`config.mk`:
```
export PLATFORM = sky130hd
export DESIGN_NAME = msg_writer
export DESIGN_NICKNAME = d
export VERILOG_FILES = /design/src/rtl/sha256_pkg.sv /design/src/rtl/msg_writer_pad_rdy_edge.sv /design/src/rtl/msg_writer.sv
export SDC_FILE = /design/constraint.sdc
export NUM_CORES = 1
export LEC_CHECK = 0
export ABC_AREA = 1
export BUFFER_PORTS_ARGS = -buffer_cell sky130_fd_sc_hd__buf_2
export CAP_MARGIN = 20
export CORE_MARGIN = 3
export CORE_UTILIZATION = 55
export CTS_CLUSTER_SIZE = 30
export DETAILED_ROUTE_END_ITERATION = 16
export PLACE_DENSITY = 0.93
export SLEW_MARGIN = 30
export SYNTH_ARGS = -nofsm -noshare
export SYNTH_HDL_FRONTEND = slang
export SYNTH_SLANG_ARGS = --single-unit
```
`constraint.sdc`:
```
create_clock -name clock -period 2.93 [get_ports clock]
set_input_delay 0.586 -clock clock [delete_from_list [all_inputs] [get_ports clock]]
set_output_delay 0.586 -clock clock [all_outputs]
set_load 0.1 [all_outputs]
```
`src/rtl/sha256_pkg.sv`:
```
// Shared constants for the message writer and padding generator.
// The padder also imports MAX_LEN from here.
package sha256_pkg;

  localparam int unsigned MAX_LEN = 55;
  localparam int unsigned ADDR_W  = 6;
  localparam int unsigned DATA_W  = 8;

  localparam logic [ADDR_W-1:0] MAX_LEN_A = ADDR_W'(MAX_LEN);

  // msg_writer FSM encoding
  localparam logic [2:0] S_IDLE = 3'd0;
  localparam logic [2:0] S_LOAD = 3'd1;
  localparam logic [2:0] S_OVF  = 3'd2;
  localparam logic [2:0] S_GO   = 3'd3;
  localparam logic [2:0] S_WAIT = 3'd4;

endpackage

```
`src/rtl/msg_writer_pad_rdy_edge.sv`:
```
// pad_rdy_edge: registers pad_rdy and flags a 0->1 transition of the registered
// value. Synchronous active-low clear.
module pad_rdy_edge (
  input  logic clock,
  input  logic reset_n,
  input  logic pad_rdy,
  output logic pad_rise_c
);

  logic pad_q;
  logic pad_q2;

  always_ff @(posedge clock) begin
    if (!reset_n) begin
      pad_q  <= 1'b0;
      pad_q2 <= 1'b0;
    end else begin
      pad_q  <= pad_rdy;
      pad_q2 <= pad_q;
    end
  end

  assign pad_rise_c = pad_q & ~pad_q2;

endmodule

```
`src/rtl/msg_writer.sv`:
```
// msg_writer: writes a valid/ready byte stream into message SRAM, then pulses
// main_go_sig with msg_len. Build option: MSG_WRITER_OVF_ERR_EN (discard oversize).
module msg_writer
  import sha256_pkg::*;
(
  input  logic              clock,
  input  logic              reset_n,
  input  logic              in_valid,
  input  logic [DATA_W-1:0] in_data,
  input  logic              in_last,
  output logic              in_ready,
  output logic              mem_we,
  output logic [ADDR_W-1:0] mem_addr,
  output logic [DATA_W-1:0] mem_wdata,
  output logic              main_go_sig,
  output logic [ADDR_W-1:0] msg_len,
  input  logic              pad_rdy,
  output logic              busy,
  output logic              err_ovf
);

  logic [2:0]        state, state_d;
  logic [ADDR_W-1:0] count, count_d, count_inc;
  logic              mem_we_d;
  logic [ADDR_W-1:0] mem_addr_d;
  logic [DATA_W-1:0] mem_wdata_d;
  logic              go_d;
  logic [ADDR_W-1:0] msg_len_d;
  logic              busy_d;
  logic              err_d;
  logic              pad_rise_c;
  logic              xfer;

  pad_rdy_edge u_pad_rdy_edge (
    .clock      (clock),
    .reset_n    (reset_n),
    .pad_rdy    (pad_rdy),
    .pad_rise_c (pad_rise_c)
  );

  assign in_ready  = (state == S_IDLE) || (state == S_LOAD) || (state == S_OVF);
  assign xfer      = in_valid & in_ready;
  // Counter saturates at MAX_LEN rather than wrapping
  assign count_inc = (count == MAX_LEN_A) ? count : ADDR_W'(count + ADDR_W'(1));

  // Next-state and next-output logic
  always_comb begin
    state_d     = state;
    count_d     = count;
    mem_we_d    = 1'b0;
    mem_addr_d  = mem_addr;
    mem_wdata_d = mem_wdata;
    go_d        = 1'b0;
    msg_len_d   = msg_len;
    busy_d      = busy;
    err_d       = 1'b0;
    case (state)
      S_IDLE, S_LOAD: begin
        if (xfer) begin
          mem_we_d    = 1'b1;
          mem_addr_d  = count;
          mem_wdata_d = in_data;
          count_d     = count_inc;
          busy_d      = 1'b1;
          if (in_last)                     state_d = S_GO;
          else if (count_inc == MAX_LEN_A) state_d = S_OVF;
          else                             state_d = S_LOAD;
        end
      end
      S_OVF: begin
        // Excess bytes are swallowed until the message ends
        if (xfer && in_last) begin
`ifdef MSG_WRITER_OVF_ERR_EN
          err_d   = 1'b1;
          busy_d  = 1'b0;
          count_d = '0;
          state_d = S_IDLE;
`else
          state_d = S_GO;
`endif
        end
      end
      S_GO: begin
        go_d      = 1'b1;
        msg_len_d = count;
        state_d   = S_WAIT;
      end
      S_WAIT: begin
        if (pad_rise_c) begin
          busy_d  = 1'b0;
          count_d = '0;
          state_d = S_IDLE;
        end
      end
      default: state_d = S_IDLE;
    endcase
  end

  // State and registered outputs
  always_ff @(posedge clock) begin
    if (!reset_n) begin
      state       <= S_IDLE;
      count       <= '0;
      mem_we      <= 1'b0;
      mem_addr    <= '0;
      mem_wdata   <= '0;
      main_go_sig <= 1'b0;
      msg_len     <= '0;
      busy        <= 1'b0;
      err_ovf     <= 1'b0;
    end else begin
      state       <= state_d;
      count       <= count_d;
      mem_we      <= mem_we_d;
      mem_addr    <= mem_addr_d;
      mem_wdata   <= mem_wdata_d;
      main_go_sig <= go_d;
      msg_len     <= msg_len_d;
      busy        <= busy_d;
      err_ovf     <= err_d;
    end
  end

endmodule

```
==> results of run 1 <==
[per-stage QoR]
step	total power [mW]	setup slack, ps	area (sq um)	hold slack, ps	std cells
floorplan	0.9069	1121	1498	407.1	188
global placement	0.9628	1299	1669	411.9	247
detailed placement	0.9711	1262	1669	434.4	247
CTS	1.319	882.7	1750	424.7	254
global route	1.369	826.2	1750	439.8	254
finish	1.314	898.3	1750	431.6	254
[registers in the layout, indices dropped and copies added, names as in the netlist]
signal,count
busy,1
u_pad_rdy_edge.pad_q,1
state,3
main_go_sig,1
u_pad_rdy_edge.pad_q2,1
mem_we,1
mem_wdata,8
mem_addr,6
msg_len,6
count,6
[placed cells by master, fill, tap and decap left out, types with 2 or more instances in the layout]
cell | synthesis | final
a21oi_2 | 2 | 2
nor2_1 | 25 | 25
nor3_2 | 2 | 2
nor2_4 | 2 | 2
a21oi_1 | 12 | 12
o21ai_0 | 24 | 24
nor2_2 | 2 | 2
nand2_1 | 19 | 19
clkbuf_4 | 0 | 5
nand2_4 | 2 | 2
nand2_2 | 6 | 6
nand3_1 | 13 | 13
o21ai_1 | 3 | 3
dfxtp_1 | 34 | 34
nand4_1 | 2 | 2
buf_2 | 1 | 36
inv_2 | 7 | 7
inv_1 | 15 | 15
[worst max-delay path: cells and delay by family, from the launching register on]
kind | cells | cell delay (ps)
DFF | 1 | 460
buffers and inverters | 1 | 430
and+or+nand+nor | 2 | 220
[per-layer routing]
layer	GRT usage, %	share of wire (%)	wire length (um)	up-vias
met4	6.954	1.3	42	0
met5	0	0	0	-
met1	29.18	44	1442	588
met2	34.35	47	1530	54
li1	-	-	-	680
met3	5.122	8.0	263	4
[power by group through the flow]
stage	clock, mW	combinational [mW]	sequential (mW)
finish	0.351	0.430	0.533
global route	0.377	0.454	0.538
CTS	0.355	0.432	0.532
detailed placement	0	0.429	0.542
global placement	0	0.422	0.541
floorplan	0	0.146	0.761
[worst max-delay path by stage]
stage | startpoint | cells past startpoint | to
floorplan | state[1] | 8 | state[1]
global placement | state[1] | 3 | in_ready
detailed placement | state[1] | 3 | in_ready
CTS | state[1] | 3 | in_ready
global route | state[1] | 3 | in_ready
finish | state[1] | 3 | in_ready
[cell type report]
cell class	count	area [sq um]	area share, %
multi-input cells	124	680.7	38.88
clock buffers	6	51.30	2.931
inverters	22	82.58	4.718
clock inverters	1	30.03	1.716
flip-flops and latches	34	680.7	38.88
well taps	30	37.54	2.144
repair buffers	37	187.7	10.72
[logic make-up (layout without fill, tap and decap cells)]
logic type / after synthesis / in the layout
buffers and inverters: 30 / 66
AND/OR/NAND/NOR: 74 / 74
other: 1 / 1
XOR/XNOR: 1 / 1
flip-flops: 34 / 34
adder cells (fa/ha/maj): 1 / 1
AO/OA/AOI/OAI: 47 / 47
==> impl_metrics.tcl, run 1 <==
set metrics [dict create \
    hp-start "pad_rdy" \
    synth_compound_area_share_pct 18.71 \
    fmax_mhz 492.2 \
    worstPathCellList "nand3_4 > nand2_1 > buf_2" \
    ys_types 30 \
    yosysTopAreaCellShare_pct 45.45 \
    r2r_start "count[0]" \
    mappedNetlistArea_sq_um 1498 \
    slowest_delay_ps 460 \
    yosysMostFrequentCell "dfxtp_1" \
    critPathSlowestCell "dfxtp_1" \
    crit_path_start_kind "flop" \
    hold_path_class "in -> reg" \
    fin_crit_sh_pct 69.34 \
    arrival_ps 1450 \
    antenna_found_initial 0 \
    rrSetupSlack_ps 1240 \
    synth-edff-count 0 \
    drive_above_1_share_pct 32.14 \
    synthArstFlopShare_pct 0 \
    wl_per_cell_um 12.91 \
    antenna_cells 0 \
    irDropWorstVdd_uv 608.8 \
    maxCapViolations 0 \
    p_int_uw 775.1 \
    synth_top_family_by_area "simple AND/OR/NAND/NOR gates" \
    leakagePower_nw 0.8421 \
    ys_seq_elements 34 \
    drv_slew 0 \
    grt_pass1_vias 1234 \
    ant_nets 0 \
    seq_area_frac_synth_pct 45.45 \
    synth_area_leaders "dfxtp_1 (45%), o21ai_0 (8.0%), nor2_1 (6.3%), nand2_1 (4.8%), nand3_1 (4.3%)" \
    outcome "finished, final reports clean" \
    rsz0062_at_grt "no" \
    clk_pin_slew_ps 100 \
    numPortBuffers 36 \
    cts.sinks 34 \
    reg2reg_depth 10 \
    fin_nets 238 \
    dieWidth_um 58.19 \
    cts_max_level 2 \
    yosysWarnings 0 \
    viasPerCell 5.220 \
    grt_start_max_net_pins 31 \
    skew_ps 18.76 \
    via_count 1326 \
    boundaryPins 38 \
    hold_buffers 0 \
    worst_slew_pin_slew_ps 723.3 \
    insertion_delay_ps 340 \
    dp_hpwl_um 2353 \
    reg2reg_to "state[0]" \
    postCtsSetupRepairBufs 0 \
    hold_path_end "u_pad_rdy_edge.pad_q" \
    synth-simple-area-share_pct 25.06 \
    routed_wl_um 3279 \
    setup_tns_ps 0 \
    p_sw_uw 538.9 \
    cts_tree "built" \
    initial_utilization_pct 59.37 \
    core_area_sq_um 2522 \
    die_area_sq_um 3385 \
    grt_usage_pct 21.70 \
    hold_violations 0 \
    yosysTopAreaCell "dfxtp_1" \
    syn_nets 202 \
    cts_inserted_buffers 5 \
    cts.path.max_buffers 2 \
    switching_share_pct 41.01 \
    finalSetupViolCount 0 \
    pwr-share-seq_pct 40.6 \
    path_max_fanout 4 \
    avgSynthCellArea_sq_um 7.966 \
    drtIter0Drc 48 \
    yosys.area_share.adder_pct 0.8354 \
    timing.slew.headroom_pct 51.52 \
    cts_resized 0 \
    whs_path_depth 3 \
    post-route-util_pct 69.39 \
    synth-main-ff-cell "dfxtp_1" \
    gp_congestion 0.8040 \
    dieHeight_um 58.19 \
    drt_first_pass_iters 4 \
    min_period_ps 2032 \
    critPathRequiredTime_ps 2340 \
    drc 0 \
    cts-root-buf "clkbuf_4" \
    power_density_nw_per_um2 750.7 \
    synthCells 188 \
    synth_mux_area_share_pct 0 \
    rows 18 \
    synth-xor-area-share_pct 0.5848 \
    syn_to_final_growth_pct 16.88 \
    synth_commonest_cells "dfxtp_1 (34), nor2_1 (25), o21ai_0 (24)" \
    end_kind "output pin" \
    nFillCells 203 \
    power_frac_comb_pct 32.7 \
    overflow 0 \
    clkPwrFrac_pct 26.7 \
    critPathKind "reg -> out" \
    grt_pass1_wl_um 5664 \
]
(Power assumes the default switching activity.)
==> inputs of run 2 (changes only) <==
--- a/config.mk
+++ b/config.mk
@@ -9,10 +9,10 @@
 export BUFFER_PORTS_ARGS = -buffer_cell sky130_fd_sc_hd__buf_2
 export CAP_MARGIN = 20
 export CORE_MARGIN = 3
-export CORE_UTILIZATION = 55
+export CORE_UTILIZATION = 51
 export CTS_CLUSTER_SIZE = 30
 export DETAILED_ROUTE_END_ITERATION = 16
-export PLACE_DENSITY = 0.93
+export PLACE_DENSITY = 0.88
 export SLEW_MARGIN = 30
 export SYNTH_ARGS = -nofsm -noshare
 export SYNTH_HDL_FRONTEND = slang
==> constraint.sdc (replaced) <==
create_clock -name clock -period 1.9 [get_ports clock]
set_input_delay 0.38 -clock clock [delete_from_list [all_inputs] [get_ports clock]]
set_output_delay 0.38 -clock clock [all_outputs]
set_load 0.1 [all_outputs]
==> impl_metrics.tcl, run 2 (synthesized netlist as in run 1, its figures left out) <==
set metrics [dict create \
    outcome "finished, final reports clean" \
    cts_tree "built" \
    critPathRequiredTime_ps 1520 \
    hold_path_class "in -> reg" \
    fin_area_sq_um 1748 \
    critPathSlowestCell "dfxtp_1" \
    final_common_cell "buf_2" \
    cts.sinks 34 \
    worstPathCellList "nand3_4 > nand2_1 > clkbuf_4" \
    r2r_start "count[0]" \
    leakagePower_nw 0.8449 \
    crit_buf_inv 1 \
    largest_register_ffs 8 \
    dieWidth_um 60.19 \
    grt_start_max_net_pins 30 \
    dieHeight_um 60.19 \
    syn_to_final_growth_pct 16.71 \
    gp_congestion 0.9193 \
    fin_hold_ws_ps 217.0 \
    overflow 0 \
    arrival_ps 1370 \
    fin_nets 240 \
    maxCapViolations 0 \
    routed_wl_um 2949 \
    ant_nets 0 \
    drv_slew 0 \
    via_count 1333 \
    cts_inserted_buffers 5 \
    grt_pass1_wl_um 5181 \
    post-route-util_pct 62.84 \
    drtIter0Drc 39 \
    crit_path_start_kind "flop" \
    boundaryPins 38 \
    die_area_sq_um 3623 \
    placed_cell_area_sq_um 1685 \
    drc 0 \
    finalPower_mw 1.893 \
    power_density_nw_per_um2 1083 \
    core_area_sq_um 2781 \
    drt_first_pass_iters 4 \
    setup_tns_ps 0 \
    dp_hpwl_um 2163 \
    grt_usage_pct 19.40 \
    end_kind "output pin" \
    rsz0062_at_grt "no" \
    clk_pin_slew_ps 100 \
    critPathLaunch "state[1]" \
    wl_per_cell_um 11.43 \
    path_max_fanout 4 \
    antenna_found_initial 0 \
    irDropWorstVdd_uv 872.7 \
    slowest_delay_ps 470 \
    antenna_cells 0 \
    rows 19 \
    finalSetupViolCount 0 \
    critPathKind "reg -> out" \
    numPortBuffers 36 \
    fmax_mhz 572.3 \
    cts_max_level 2 \
    hold_violations 0 \
    grt_pass1_vias 1207 \
    critical_path.top_delay_family "flip-flops" \
    insertion_delay_ps 340 \
    hold_buffers 0 \
    viasPerCell 5.167 \
    cts.path.max_buffers 2 \
    cts-root-buf "clkbuf_4" \
    initial_utilization_pct 53.85 \
    most-common-layout-cells "buf_2 (35), dfxtp_1 (34), nor2_1 (25), o21ai_0 (24), nand2_1 (19)" \
    min_period_ps 1747 \
    largest_register "mem_wdata" \
    skew_ps 5.063 \
    fin_crit_sh_pct 91.97 \
    drive_above_1_share_pct 32.60 \
    hp-start "pad_rdy" \
]
-- run 2: tightest hold or removal path, delay by kind of cell --
kind,cells,cell delay (ps)
buffers and inverters,2,120
AND/OR/NAND/NOR,1,40
-- run 2: power breakdown --
| part | total, mW | switching [mW] | internal [mW] |
|---|---|---|---|
| Clock | 0.412 | 0.233 | 0.179 |
| Sequential | 0.819 | 0.0430 | 0.776 |
| Combinational | 0.662 | 0.544 | 0.118 |
| Total | 1.89 | 0.820 | 1.07 |
-- run 2: timing repair --
action / 4_1_cts / 5_1_grt
endpoints found under the setup margin: 0 / 1
buffers inserted: 0 / 0
gates resized for setup: 0 / 1
-- run 2: layout make-up --
type	count	area (sq um)
multi-input cells	124	680.7
repair buffers	39	205.2
clock buffers	7	55.05
fillers	259	1033
flip-flops and latches	34	680.7
well taps	31	38.79
inverters	22	82.58
clock inverters	1	5.005
-- run 2: final timing paths --
path / depth (start not counted) / to / slack [ps]
worst max register to register: 11 / state[1] / 300
worst min register to register: 2 / u_pad_rdy_edge.pad_q2 / 430
worst min-delay path: 3 / u_pad_rdy_edge.pad_q / 220
worst max-delay path: 3 / in_ready / 150
-- run 2: per-layer routing --
layer	track usage, %	part of all wire [%]	vias to the layer above
li1	-	-	686
met1	24.54	43	598
met2	30.25	49	42
met3	7.127	6.6	7
met4	6.646	1.8	0
met5	0	0	-
-- run 2: stage by stage --
step | std cells | setup slack [ps]
finish | 258 | 152.6
global route | 258 | 74.16
CTS | 258 | 53.28
detailed placement | 250 | 337.8
global placement | 250 | 376.2
floorplan | 188 | 90.56
==> inputs of run 3 (changes only) <==
--- a/config.mk
+++ b/config.mk
@@ -12,7 +12,7 @@
 export CORE_UTILIZATION = 51
 export CTS_CLUSTER_SIZE = 30
 export DETAILED_ROUTE_END_ITERATION = 16
-export PLACE_DENSITY = 0.88
+export PLACE_DENSITY_LB_ADDON = 0.2
 export SLEW_MARGIN = 30
 export SYNTH_ARGS = -nofsm -noshare
 export SYNTH_HDL_FRONTEND = slang
==> impl_metrics.tcl, run 3 (synthesized netlist as in run 1, its figures left out) <==
set metrics [dict create \
    outcome "finished, final reports clean" \
    antenna_found_initial 0 \
    end_kind "output pin" \
    overflow 0 \
    largest_register_ffs 8 \
    drtIter0Drc 53 \
    rows 19 \
    boundaryPins 38 \
    power_frac_comb_pct 34.9 \
    cts_max_level 2 \
    p_sw_uw 831.1 \
    cts.path.max_buffers 2 \
    fin_area_sq_um 1752 \
    drc 0 \
    numPortBuffers 36 \
    hold_path_end "u_pad_rdy_edge.pad_q" \
    dp_hpwl_um 2363 \
    routed_wl_um 3161 \
    hold_path_class "in -> reg" \
    min_period_ps 1729 \
    grt_start_max_net_pins 30 \
    switching_share_pct 43.68 \
    grt_pass1_wl_um 5306 \
    grt_pass1_vias 1184 \
    clkPwrFrac_pct 22.0 \
    setup_tns_ps 0 \
    skew_ps 5.221 \
    fin_crit_sh_pct 91.01 \
    fmax_mhz 578.3 \
    drt_first_pass_iters 6 \
    whs_path_depth 3 \
    hold_violations 0 \
    cts_tree "built" \
    irDropWorstVdd_uv 1018 \
    critPathKind "reg -> out" \
    power_density_nw_per_um2 1086 \
    most-common-layout-cells "buf_2 (35), dfxtp_1 (34), nor2_1 (25), o21ai_0 (24), nand2_1 (19)" \
    r2r_start "count[1]" \
    gp_congestion 0.8313 \
    via_count 1361 \
    cts.sinks 34 \
    dieWidth_um 60.19 \
    viasPerCell 5.275 \
    hp-start "pad_rdy" \
    p_int_mw 1.072 \
    cts_resized 0 \
    crit_path_start_kind "flop" \
    clk_pin_slew_ps 110 \
    fin_ws_ps 170.8 \
    wl_per_cell_um 12.25 \
    placed_cell_area_sq_um 1685 \
    initial_utilization_pct 53.85 \
    pre_cts_ws_ps 325.8 \
    ant_nets 0 \
    core_area_sq_um 2781 \
    reg2reg_to "state[1]" \
    rrSetupSlack_ps 300 \
    pwr-share-seq_pct 43.1 \
    maxCapViolations 0 \
    cts-root-buf "clkbuf_4" \
    largest_register "mem_wdata" \
    rsz0062_at_grt "no" \
    insertion_delay_ps 320 \
    drive_above_1_share_pct 33.04 \
    finalSetupViolCount 0 \
    critPathRequiredTime_ps 1520 \
    path_max_fanout 4 \
    reg2reg_depth 11 \
    antenna_cells 0 \
    final_common_cell "buf_2" \
    fin_nets 240 \
    dieHeight_um 60.19 \
    hold_buffers 0 \
    syn_to_final_growth_pct 16.96 \
    die_area_sq_um 3623 \
    arrival_ps 1350 \
    grt_usage_pct 19.35 \
    leakagePower_nw 0.8438 \
    cts_inserted_buffers 5 \
    postCtsSetupRepairBufs 0 \
    drv_slew 0 \
]
[run 3: cell count changes in the layout (fill, tap and decap cells not counted)]
cell	change
clkinvlp_4	+1
clkbuf_1	-1
[run 3: worst max path at each step]
stage / from / to / slack [ps] / cells past startpoint
finish: state[1] / in_ready / 170 / 3
global route: count[0] / state[1] / 90 / 11
CTS: state[1] / in_ready / 50 / 3
detailed placement: count[1] / state[0] / 330 / 10
global placement: count[1] / state[1] / 370 / 11
floorplan: state[1] / state[1] / 90 / 8
[run 3: worst max-delay path, cell delays in order (launching register included)]
cell and delay [ps]:
dfxtp_1 460, nand3_4 120, nand2_1 100, clkbuf_4 330
[run 3: per-layer routing]
| metal | vias up | routed length [um] | global-route usage, % |
|---|---|---|---|
| li1 | 688 | - | - |
| met2 | 40 | 1501 | 29.78 |
| met1 | 631 | 1480 | 25.56 |
| met4 | 0 | 18 | 7.278 |
| met5 | - | 0 | 0 |
| met3 | 2 | 160 | 5.400 |
[run 3: power by group through the flow]
stage	Sequential (mW)	Combinational [mW]	Clock, mW
floorplan	1.17	0.226	0
global placement	0.832	0.660	0
detailed placement	0.835	0.666	0
CTS	0.820	0.668	0.437
global route	0.828	0.707	0.465
finish	0.820	0.665	0.419
[run 3: layout make-up]
cell class / instances / area, sq um
multi-input combinational: 124 / 680.7
tap: 31 / 38.79
inverter: 22 / 82.58
fill: 257 / 1030
clock inverter: 2 / 12.51
clock buffer: 6 / 51.30
sequential: 34 / 680.7
timing repair buffer: 39 / 205.2
[run 3: stage by stage]
step | instances | hold WS (ps) | utilization [%] | power, mW
global route | 258 | 215.6 | 62.98 | 2.000
finish | 258 | 230.8 | 62.98 | 1.903
CTS | 258 | 213.5 | 62.89 | 1.924
global placement | 250 | 409.4 | 60.59 | 1.492
detailed placement | 250 | 424.0 | 60.59 | 1.501
floorplan | 188 | 407.1 | - | 1.399
